### config.mk
export PLATFORM = sky130hd
export DESIGN_NAME = kpn_channel_reader_flat
export DESIGN_NICKNAME = d
export VERILOG_FILES = /design/src/rtl/kpn_pkg.sv /design/src/rtl/kpn_channel_reader_if.sv /design/src/rtl/kpn_skid_buffer.sv /design/src/rtl/kpn_channel_reader.sv /design/src/flat_wrapper.sv
export SDC_FILE = /design/constraint.sdc
export NUM_CORES = 1
export LEC_CHECK = 0
export BUFFER_PORTS_ARGS = -buffer_cell sky130_fd_sc_hd__buf_4
export CAP_MARGIN = 40
export CORE_MARGIN = 10
export CORE_UTILIZATION = 31
export DETAILED_ROUTE_END_ITERATION = 8
export GPL_ROUTABILITY_DRIVEN = 1
export HOLD_SLACK_MARGIN = 0.12
export RECOVER_POWER = 100
export SLEW_MARGIN = 20
export SYNTH_ARGS = -nofsm -noshare
export SYNTH_HDL_FRONTEND = slang
export SYNTH_HIERARCHICAL = 1
export SYNTH_SLANG_ARGS = --single-unit
### constraint.sdc
create_clock -name clk -period 1.6 [get_ports clk]
set_input_delay 0.16 -clock clk [delete_from_list [all_inputs] [get_ports clk]]
set_output_delay 0.16 -clock clk [all_outputs]
set_load 0.01 [all_outputs]
### src/rtl/kpn_pkg.sv
// Shared constants and types for the KPN channel reader.
package kpn_pkg;

    localparam int unsigned KPN_BITS_NUMBER = 16;
    localparam int unsigned KPN_COUNT_W     = 32;

    typedef enum logic [1:0] {
        EMPTY = 2'd0,
        ONE   = 2'd1,
        FULL  = 2'd2
    } kpn_rd_state_e;

endpackage

### src/rtl/kpn_channel_reader_if.sv
// Queue read port plus downstream valid/ready token port of the channel reader.
interface kpn_channel_reader_if #(
    parameter int unsigned BITS_NUMBER = kpn_pkg::KPN_BITS_NUMBER
);

    logic                   q_empty;
    logic [BITS_NUMBER-1:0] q_data;
    logic                   q_rd;
    logic                   out_valid;
    logic [BITS_NUMBER-1:0] out_data;
    logic                   out_ready;

    // master: the reader; slave: queue plus consuming process node
    modport master (
        input  q_empty, q_data, out_ready,
        output q_rd, out_valid, out_data
    );

    modport slave (
        output q_empty, q_data, out_ready,
        input  q_rd, out_valid, out_data
    );

endinterface

### src/rtl/kpn_skid_buffer.sv
// Two-entry FIFO skid buffer with EMPTY/ONE/FULL occupancy state machine.
module kpn_skid_buffer
    import kpn_pkg::*;
#(
    parameter int unsigned W = KPN_BITS_NUMBER
) (
    input  logic         clk,
    input  logic         reset,
    input  logic         push,
    input  logic [W-1:0] push_data,
    input  logic         pop_ready,
    output logic         out_valid,
    output logic [W-1:0] out_data,
    output logic         full
);

    kpn_rd_state_e state_q, state_d;
    logic [W-1:0]  head_q, head_d;
    logic [W-1:0]  tail_q, tail_d;
    logic          valid_q, valid_d;
    logic          full_q, full_d;
    logic          pop;

    always_ff @(posedge clk) begin
        if (reset) begin
            state_q <= EMPTY;
            head_q  <= '0;
            tail_q  <= '0;
            valid_q <= 1'b0;
            full_q  <= 1'b0;
        end else begin
            state_q <= state_d;
            head_q  <= head_d;
            tail_q  <= tail_d;
            valid_q <= valid_d;
            full_q  <= full_d;
        end
    end

    // head always holds the oldest token; it keeps its value once drained
    always_comb begin
        state_d = state_q;
        head_d  = head_q;
        tail_d  = tail_q;
        pop     = valid_q & pop_ready;
        unique case (state_q)
            EMPTY: begin
                if (push) begin
                    head_d  = push_data;
                    state_d = ONE;
                end
            end
            ONE: begin
                if (push && pop) begin
                    head_d = push_data;
                end else if (push) begin
                    tail_d  = push_data;
                    state_d = FULL;
                end else if (pop) begin
                    state_d = EMPTY;
                end
            end
            FULL: begin
                if (pop) begin
                    head_d  = tail_q;
                    state_d = ONE;
                end
            end
            default: state_d = EMPTY;
        endcase
        valid_d = (state_d != EMPTY);
        full_d  = (state_d == FULL);
    end

    assign out_valid = valid_q;
    assign out_data  = head_q;
    assign full      = full_q;

endmodule

### src/rtl/kpn_channel_reader.sv
// KPN channel consumer front end: gated queue pops into a 2-entry skid buffer.
// Optional delivered-token counter enabled by defining KPN_READER_COUNT_EN.
module kpn_channel_reader
    import kpn_pkg::*;
#(
    parameter int unsigned BITS_NUMBER = KPN_BITS_NUMBER
) (
    input  logic                   clk,
    input  logic                   reset,
    input  logic                   enable,
`ifdef KPN_READER_COUNT_EN
    output logic [KPN_COUNT_W-1:0] token_count,
`endif
    kpn_channel_reader_if.master   bus
);

    logic                   sb_valid;
    logic [BITS_NUMBER-1:0] sb_data;
    logic                   sb_full;

    // registered empty flag makes this gate sufficient to prevent over-read
    assign bus.q_rd = ~reset & enable & ~bus.q_empty & ~sb_full;

    kpn_skid_buffer #(
        .W(BITS_NUMBER)
    ) u_sb (
        .clk      (clk),
        .reset    (reset),
        .push     (bus.q_rd),
        .push_data(bus.q_data),
        .pop_ready(bus.out_ready),
        .out_valid(sb_valid),
        .out_data (sb_data),
        .full     (sb_full)
    );

    assign bus.out_valid = sb_valid;
    assign bus.out_data  = sb_data;

`ifdef KPN_READER_COUNT_EN
    logic [KPN_COUNT_W-1:0] count_q, count_d;

    always_ff @(posedge clk) begin
        if (reset) begin
            count_q <= '0;
        end else begin
            count_q <= count_d;
        end
    end

    always_comb begin
        count_d = count_q;
        if (sb_valid && bus.out_ready) begin
            count_d = count_q + KPN_COUNT_W'(1);
        end
    end

    assign token_count = count_q;
`endif

endmodule

### src/flat_wrapper.sv
// flat-port wrapper written by rule: the top's interface ports become plain ports
module kpn_channel_reader_flat import kpn_pkg::*;
#(
    parameter int unsigned BITS_NUMBER = KPN_BITS_NUMBER
)
  (clk, reset, enable, bus_q_empty, bus_q_data, bus_out_ready, bus_q_rd, bus_out_valid, bus_out_data);
  kpn_channel_reader_if #(.BITS_NUMBER(BITS_NUMBER)) bus_i ();
  input  logic clk;
  input  logic reset;
  input  logic enable;
  input wire logic [$bits(bus_i.q_empty)-1:0] bus_q_empty;
  input wire logic [$bits(bus_i.q_data)-1:0] bus_q_data;
  input wire logic [$bits(bus_i.out_ready)-1:0] bus_out_ready;
  output wire logic [$bits(bus_i.q_rd)-1:0] bus_q_rd;
  output wire logic [$bits(bus_i.out_valid)-1:0] bus_out_valid;
  output wire logic [$bits(bus_i.out_data)-1:0] bus_out_data;
  assign bus_i.q_empty = bus_q_empty;
  assign bus_i.q_data = bus_q_data;
  assign bus_i.out_ready = bus_out_ready;
  assign bus_q_rd = bus_i.q_rd;
  assign bus_out_valid = bus_i.out_valid;
  assign bus_out_data = bus_i.out_data;
  kpn_channel_reader #(.BITS_NUMBER(BITS_NUMBER)) u_core (.clk(clk), .reset(reset), .enable(enable), .bus(bus_i));
endmodule
Word level (Yosys, flattened, before mapping)
Cells that the tools add are included.
{"block": "op_classes", "addsub": 0, "mul": 0, "div": 0, "order_cmp": 0, "eq_ne": 6, "shifts": 0, "muxes": 10, "bitwise": 8, "n_reduce_logical": 6}
{"cell": "$mux 16", "n": 3}
{"cell": "$pmux 16 s3", "n": 1}
{"cell": "$mux 2", "n": 5}
{"cell": "$ne 2x2->1 const B", "n": 3}
{"cell": "$pmux 2 s3", "n": 1}
{"cell": "$and 1x1->1", "n": 4}
{"cell": "$eq 2x2->1 const B", "n": 2}
{"cell": "$not 1->1", "n": 4}
{"cell": "$reduce_and 4->1", "n": 1}
{"cell": "$reduce_and 3->1", "n": 1}
{"cell": "$reduce_bool 3->1", "n": 1}
{"cell": "$eq 2x1->1 const B", "n": 1}
{"cell": "$logic_not 2->1", "n": 1}
{"cell": "$reduce_bool 2->1", "n": 1}
{"cell": "$logic_and 1x1->1", "n": 1}
{"block": "word_totals", "regBits": 36, "latch_bits": 0, "ram_bits": 0, "mem_bits_ro": 0, "input_bits": 21, "output_inout_bits": 18, "elab_cells": 35, "n_memories": 0}

Logic depth before layout (Yosys ltp)
Gate-level depths: netlist of run 1.
{"block": "depth", "ltp_word": 8, "mapped_depth": 6, "mapped_depth_nobuf": 4}

Modules after synthesis
Netlist of run 1, hierarchy kept.
{"mod": "kpn_skid_buffer", "n_inst": 1, "cells_per_inst": 169, "area_per_inst_um2": 1656.6, "seq_area_each_um2": 720.7}
{"mod": "kpn_channel_reader", "n_inst": 1, "cells_per_inst": 1, "area_per_inst_um2": 15.0, "seq_area_each_um2": 0.0}

Least setup slack after synthesis of run 1
No wires, ideal clock.
{"block": "synth_path", "kind": "flip-flop to flip-flop", "startpoint": "register u_core.u_sb.full_q, in the netlist u_core/u_sb/full", "endpoint": "register u_core.u_sb.tail_q[0]", "setup_time_ps": 70, "arrival_ps": 1638, "required_ps": 1530, "slack_ps": -108, "stages_incl_launch_ff": 7, "n_path_buf": 2, "synth_period_minus_slack_ps": 1708, "path_cell_list": "dfxtp_1 nor4b_2 nor2b_1 buf_2 clkbuf_1 nand3_1 a21oi_1"}
{"block": "synth_between", "elab_chain_cells": 5}
{"item": "from (decl)", "line_no": "kpn_skid_buffer.sv:21", "rtl": "logic full_q, full_d;"}
{"item": "from (signal assigned)", "line_no": "kpn_skid_buffer.sv:36", "rtl": "full_q <= full_d;"}
{"item": "$not 1->1 *", "line_no": "kpn_channel_reader.sv:22", "rtl": "assign bus.q_rd = ~reset & enable & ~bus.q_empty & ~sb_full;"}
{"item": "$and 1x1->1 *", "line_no": "kpn_channel_reader.sv:22"}
{"item": "via bus_q_rd", "line_no": "flat_wrapper.sv:14", "rtl": "output wire logic [$bits(bus_i.q_rd)-1:0] bus_q_rd;"}
{"item": "$logic_and 1x1->1", "line_no": "kpn_skid_buffer.sv:54", "rtl": "if (push && pop) begin"}
{"item": "$not 1->1 (no source line)"}
{"item": "$reduce_and 3->1 (no source line) *"}
{"item": "to (signal assigned)", "line_no": "kpn_skid_buffer.sv:34", "rtl": "tail_q <= tail_d;"}
{"item": "to (decl)", "line_no": "kpn_skid_buffer.sv:19", "rtl": "logic [W-1:0] tail_q, tail_d;"}
Mark *: on every way through the listed nets, which the timed path passes. The rest lies on a longest branch.
A chain may end at the register's enable or synchronous reset.

Worst setup path after layout of run 1
{"block": "layout_path", "startpoint": "register u_core.u_sb.full_q, in the netlist u_core/u_sb/full", "endpoint": "register u_core.u_sb.head_q[8], in the netlist u_core/u_sb/out_data[8]"}
{"block": "layout_between", "elab_chain_cells": 5, "word_cells_on_any_way": 6, "cone_classes": "eq/ne (2); bitwise (2); reduce/logical (2)"}
{"item": "$not 1->1 *", "line_no": "kpn_channel_reader.sv:22"}
{"item": "$and 1x1->1 *", "line_no": "kpn_channel_reader.sv:22"}
{"item": "$logic_and 1x1->1", "line_no": "kpn_skid_buffer.sv:54"}
{"item": "$ne 2x2->1 (no source line)"}
{"item": "$reduce_and 4->1 (no source line) *"}
{"item": "to (signal assigned)", "line_no": "kpn_skid_buffer.sv:27", "rtl": "head_q <= '0;"}
{"item": "to (signal assigned)", "line_no": "kpn_skid_buffer.sv:33", "rtl": "head_q <= head_d;"}
{"item": "to (decl)", "line_no": "kpn_skid_buffer.sv:18", "rtl": "logic [W-1:0] head_q, head_d;"}
Mark *: on every way between the ends. The rest lies on a longest branch, timed or not.

==> results of run 1 <==
## state kept, by name, indices dropped and copies added, names as in the netlist
register and count:
u_core/u_sb/out_valid 1, u_core/u_sb/tail_q 16, u_core/u_sb/out_data 16, u_core/u_sb/full 1, u_core/u_sb/state_q 2
## cells by family after synthesis
group,after synthesis,share of synthesized area
buffers and inverters,21,0.06962
AO/OA/AOI/OAI,72,0.3144
flip-flops,36,0.4311
AND/OR/NAND/NOR,25,0.08907
multiplexers,16,0.09581
## worst reg2reg max path, cell delays in order (launching register included)
cell	delay, ns
dfxtp_1	0.33
nor4b_4	0.26
nor2b_2	0.26
buf_12	0.22
a211oi_1	0.10
a211oi_1	0.20
## power groups by stage
stage	Clock, mW	Sequential (mW)	Combinational, mW
after floorplan	0	0.977	0.146
after global routing	0.866	0.952	0.290
after CTS	0.819	0.949	0.287
final	0.805	0.948	0.264
after global placement	0	0.970	0.284
after detailed placement	0	0.970	0.287
## cell type report
cell class              instances  area share
multi-input cells             113      0.4019
flip-flops and latches         36      0.3424
repair buffers                 48      0.1576
well taps                      70     0.04162
clock buffers                   5     0.03270
clock inverters                 3     0.02021
inverters                       2    0.003567
## cell usage after synthesis, drive strengths merged
cell type  count  share of area
a211oi        32           0.17
nand2b         2         0.0075
clkbuf         8          0.020
and4b          1         0.0060
or2            2         0.0075
buf           11          0.045
o21a           1         0.0045
a21o           1         0.0090
nand3b         1         0.0045
a21oi         16          0.048
inv            2         0.0045
o22ai          1         0.0037
nand3         17          0.051
a31oi          1         0.0037
mux2i         16          0.096
o21ai         16          0.048
dfxtp         36           0.43
nor2b          1         0.0037
nor4b          1         0.0090
o221ai         1         0.0052
a221o          1         0.0060
a21bo          1         0.0060
a21boi         1         0.0067
## placed cells by master (no fill, tap or decap), types with 2 or more instances in the layout
cell / synthesis / routed
dfxtp_1: 36 / 36
a211oi_2: 10 / 10
clkbuf_8: 0 / 5
a211oi_1: 22 / 22
o21ai_0: 16 / 16
inv_1: 2 / 2
buf_4: 1 / 27
or2_2: 2 / 2
mux2i_1: 16 / 16
nand2b_1: 2 / 2
a21oi_1: 16 / 16
nand3_1: 17 / 17
clkbuf_1: 7 / 17
buf_12: 0 / 3
## worst paths after layout
path                            depth (start not counted)  slack (ns)                                    to
worst max-delay path                                    5        0.15  u_core/u_sb/out_data[8]$_SDFFE_PP0P_
worst min-delay path                                    3        0.13    u_core/u_sb/tail_q[4]$_SDFFE_PP0P_
worst max register to register                          5        0.15  u_core/u_sb/out_data[8]$_SDFFE_PP0P_
worst min register to register                          2        0.48   u_core/u_sb/tail_q[13]$_SDFFE_PP0P_
## per-stage QoR
| step | power (mW) | util | hold WS [ns] |
|---|---|---|---|
| floorplan | 1.122 | - | 0.3077 |
| global placement | 1.254 | 0.3982 | 0.4337 |
| detailed placement | 1.256 | 0.3982 | 0.4383 |
| CTS | 2.055 | 0.4197 | 0.1257 |
| global route | 2.108 | 0.4069 | 0.1230 |
| finish | 2.018 | 0.4069 | 0.1297 |
## routing by layer
| layer | routed length [um] | vias to the layer above | part of all wire |
|---|---|---|---|
| li1 | - | 717 | - |
| met2 | 2150 | 28 | 0.49 |
| met4 | 73 | 0 | 0.017 |
| met5 | 0 | - | 0 |
| met1 | 1945 | 677 | 0.44 |
| met3 | 251 | 5 | 0.057 |
==> impl_metrics.tcl, run 1 <==
set metrics [dict create \
    io_pins 39 \
    worst_path_max_delay_cell "dfxtp_1" \
    p_comb_frac 0.131 \
    cts_resized 0 \
    final_area_sq_mm 0.002105 \
    synthDistinctLibCells 28 \
    grt_pass1_wl_um 7120 \
    worstMarginPinSlew_ns 0.4247 \
    fin_cells 277 \
    mappedNetlistArea_sq_mm 0.001672 \
    layout_setup_ws_ns 0.1484 \
    startpoint_type "register" \
    syn2layout_area_growth_pct 25.90 \
    fmax_mhz 688.9 \
    firstDrtPassIters 4 \
    critPathTopFamily "simple AND/OR/NAND/NOR gates" \
    syn_area_per_cell_sq_um 9.833 \
    synthCells 170 \
    clk_path_buf_depth 2 \
    fp.dieH_um 93.43 \
    die_x_um 93.43 \
    n_antenna_cell 0 \
    grt_overflow 0 \
    grt_pass1_vias 1454 \
    drive_gt1_frac 0.2657 \
    initial_core_util 0.3232 \
    crit_type "reg -> reg" \
    cp_common_cell "a211oi_1" \
    dieArea_sq_mm 0.008729 \
    worst-path-max-fanout 33 \
    place_hpwl_um 2932 \
    nNetsFinal 227 \
    drc 0 \
    fillers 540 \
    ys_ff_latch 36 \
    num_rows 26 \
    finalSetupTns_ns 0 \
    cap_violations 0 \
    skew_ns 0.009845 \
    yosysWarnings 6 \
    r2r_start "u_core/u_sb/full$_SDFF_PP0_" \
    arrival_ns 1.66 \
    timing.final.crit_share 0.9072 \
    pre_cts_ws_ns 0.1488 \
    drtAntennaViolNets 0 \
    syn-num-nets 191 \
    via_count 1427 \
    critPathLaunch "u_core/u_sb/full$_SDFF_PP0_" \
    h-tree-depth 2 \
    required_ns 1.81 \
    clock_latency_ns 0.30 \
    p_seq_frac 0.470 \
    power_leakage_nw 0.8398 \
    ys_seq_area_frac 0.4311 \
    drt_iter0_markers 99 \
    powerDensity_mw_per_mm2 958.7 \
    port_buffers 38 \
    cts_tree "built" \
    hp-class "in -> reg" \
    multiInputGateArea_sq_um 845.8 \
    finalSetupViolCount 0 \
    gp_congestion 0.7047 \
    slew_headroom 0.7168 \
    maxSlewViolCount 0 \
    routed_wl_um 4420 \
    path_cells "nor4b_4 > nor2b_2 > buf_12 > a211oi_1 > a211oi_1" \
    cts-root-buf "clkbuf_8" \
    slowest_delay_ns 0.33 \
    path_buf_inv 1 \
    dp_cells 269 \
    p_sw_mw 0.5115 \
    min_from "bus_q_data[4]" \
    top_usage_layer "met2" \
    viasPerCell 5.152 \
    internal_power_mw 1.506 \
    hold_violations 0 \
    cts.reportedPaths.clkPinSlew_ns 0.08 \
    p_clk_frac 0.399 \
    p_sw_frac 0.2535 \
    cts_setup_buffers 0 \
    seq_area_sq_um 720.7 \
    ir_drop_mv 0.3008 \
    cts_buffers 5 \
    outcome "finished, final reports clean" \
    rsz0062_at_grt "no" \
    wl_per_cell_um 15.96 \
    core_area_sq_mm 0.005172 \
    grt_max_degree 36 \
    cp-end-kind "register" \
    use_met1 0.1183 \
    antenna_found_initial 0 \
    grt_util_met2 0.1671 \
    post_dp_cell_area_sq_mm 0.002059 \
    postCtsHoldBufs 0 \
    min_period_ns 1.452 \
    grtUsageTotal 0.1020 \
    met3_usage 0.03517 \
    clock_sinks 36 \
]
(Power assumes the default switching activity.)
==> run 2, diff against run 1 <==
GPL_TIMING_DRIVEN = 0   (was default)
MAX_ROUTING_LAYER = met4   (was default)
==> run 2 against run 1 <==
Die area did not move; register-to-register slack got worse by 0.09 ns; sequential share of layout area fell by 0.38 points; utilization rose by 0.46 points; global-route usage rose by 0.84 points; critical endpoint is now u_core/u_sb/out_data[14]$_SDFFE_PP0P_; largest cell class unchanged; largest power group unchanged; highest routed layer unchanged.
==> impl_metrics.tcl, run 2 (synthesis gave the netlist of run 1 again) <==
set metrics [dict create \
    reg2reg_setup_slack_ns 0.06 \
    routed_wl_um 4781 \
    fillers 531 \
    pre_cts_ws_ns -0.2452 \
    initial_core_util 0.3232 \
    hold_path_end "u_core/u_sb/tail_q[0]$_SDFFE_PP0P_" \
    n_antenna_cell 0 \
    nNetsFinal 238 \
    hold_violations 0 \
    power_leakage_nw 0.8573 \
    grt_pass1_wl_um 7465 \
    ir_drop_mv 0.2772 \
    grt_overflow 0 \
    reg2reg_depth 6 \
    viasPerCell 5.264 \
    cts_tree "built" \
    powerDensity_mw_per_mm2 896.9 \
    drtAntennaViolNets 0 \
    slowest_delay_ns 0.32 \
    syn2layout_area_growth_pct 27.32 \
    post_dp_cell_area_sq_mm 0.002053 \
    startpoint_type "register" \
    gp_congestion 0.7436 \
    wl_per_cell_um 16.60 \
    die_x_um 93.43 \
    crit_type "reg -> reg" \
    hp-class "in -> reg" \
    finalSetupTns_ns 0 \
    fin_util 0.4115 \
    dieArea_sq_mm 0.008729 \
    multiInputGateArea_sq_um 850.8 \
    worst-path-max-fanout 10 \
    slew_headroom 0.5594 \
    grt_max_degree 12 \
    drive_gt1_frac 0.2798 \
    io_pins 39 \
    grtUsageTotal 0.1104 \
    drt_iter0_markers 84 \
    path_cells "nor4b_4 > nor2b_1 > clkbuf_4 > a21o_4 > buf_6 > a211oi_2" \
    arrival_ns 1.69 \
    min_period_ns 1.540 \
    num_rows 26 \
    clock_latency_ns 0.29 \
    finalSetupViolCount 0 \
    cp-end-kind "register" \
    r2r_start "u_core/u_sb/full$_SDFF_PP0_" \
    final_cell_mix "dfxtp_1 (36), buf_4 (24), a211oi_1 (22)" \
    seq_area_sq_um 720.7 \
    layout_setup_ws_ns 0.06019 \
    worst_path_max_delay_cell "dfxtp_1" \
    cts.reportedPaths.clkPinSlew_ns 0.08 \
    cts_buffers 5 \
    cts-root-buf "clkbuf_8" \
    place_hpwl_um 3297 \
    drc 0 \
    fp.dieH_um 93.43 \
    worstMarginPinSlew_ns 0.6610 \
    clock_sinks 36 \
    final_area_sq_mm 0.002128 \
    antenna_found_initial 0 \
    hold_path_depth 3 \
    fmax_mhz 649.4 \
    rsz0062_at_grt "no" \
    critPathLaunch "u_core/u_sb/full$_SDFF_PP0_" \
    h-tree-depth 2 \
    cap_violations 0 \
    maxSlewViolCount 0 \
    skew_ns 0.01021 \
    required_ns 1.75 \
    timing.final.crit_share 0.9624 \
    min_from "bus_q_data[0]" \
    reg2reg_to "u_core/u_sb/out_data[14]$_SDFFE_PP0P_" \
    outcome "finished, final reports clean" \
    via_count 1516 \
    clk_path_buf_depth 2 \
    layout_commonest_cell "dfxtp_1" \
    grt_pass1_vias 1490 \
    postCtsHoldBufs 0 \
    port_buffers 38 \
    core_area_sq_mm 0.005172 \
    firstDrtPassIters 4 \
]
run 2: cell types whose count changed in the layout (fill, tap and decap cells not counted), moves of 3 or more:
cell / before / now
clkbuf_2: 0 / 4
buf_6: 0 / 5
clkbuf_1: 17 / 21
buf_4: 27 / 24
clkbuf_4: 0 / 3
buf_12: 3 / 0
run 2: layer usage:
| metal | wire length (um) | track usage | up-vias |
|---|---|---|---|
| met5 | 0 | - | - |
| met4 | 53 | 0.04627 | 0 |
| met1 | 2154 | 0.1311 | 723 |
| met3 | 263 | 0.02958 | 4 |
| li1 | - | - | 745 |
| met2 | 2311 | 0.1723 | 44 |
run 2: worst max-delay path by stage:
stage	end	slack, ns	cells past startpoint
2_1_floorplan	u_core/u_sb/tail_q[0]$_SDFFE_PP0P_	0.01	6
3_3_place_gp	u_core/u_sb/tail_q[5]$_SDFFE_PP0P_	-0.23	6
3_5_place_dp	u_core/u_sb/tail_q[6]$_SDFFE_PP0P_	-0.25	6
4_1_cts	u_core/u_sb/out_data[15]$_SDFFE_PP0P_	0.005	6
5_1_grt	u_core/u_sb/out_data[2]$_SDFFE_PP0P_	0.004	6
6_report	u_core/u_sb/out_data[14]$_SDFFE_PP0P_	0.06	6
run 2: cell type report:
| class | count | area share |
|---|---|---|
| Tap cell | 70 | 0.04115 |
| Sequential cell | 36 | 0.3386 |
| Timing Repair Buffer | 40 | 0.1111 |
| Multi-Input combinational cell | 113 | 0.3998 |
| Inverter | 2 | 0.003527 |
| Clock buffer | 7 | 0.04056 |
| Clock inverter | 1 | 0.003527 |
| Buffer | 19 | 0.06173 |
run 2: critical path, delay by kind of cell, from the launching register on:
kind | cells | cell delay, ns
buf+inv | 2 | 0.38
flops | 1 | 0.32
compound gates | 2 | 0.26
simple gates | 2 | 0.44
run 2: repair_timing:
action / CTS / global route
setup endpoints to repair: 31 / 31
resized for setup: 2 / 14
setup buffers: 1 / 1
pin swaps: 1 / 1
run 2: where the power goes:
group / internal [mW] / switching (mW) / leakage (nW)
Sequential: 0.927 / 0.0199 / 0.292
Combinational: 0.122 / 0.157 / 0.521
Clock: 0.350 / 0.333 / 0.0445
Total: 1.40 / 0.510 / 0.857
run 2: per-stage QoR:
step           total power, mW  instances  hold WS [ns]
5_1_grt                  1.994        288        0.1311
3_5_place_dp             1.257        278        0.4403
4_1_cts                  1.938        287        0.1220
2_1_floorplan            1.122        170        0.3077
6_report                 1.909        288        0.1290
3_3_place_gp             1.253        278        0.4344
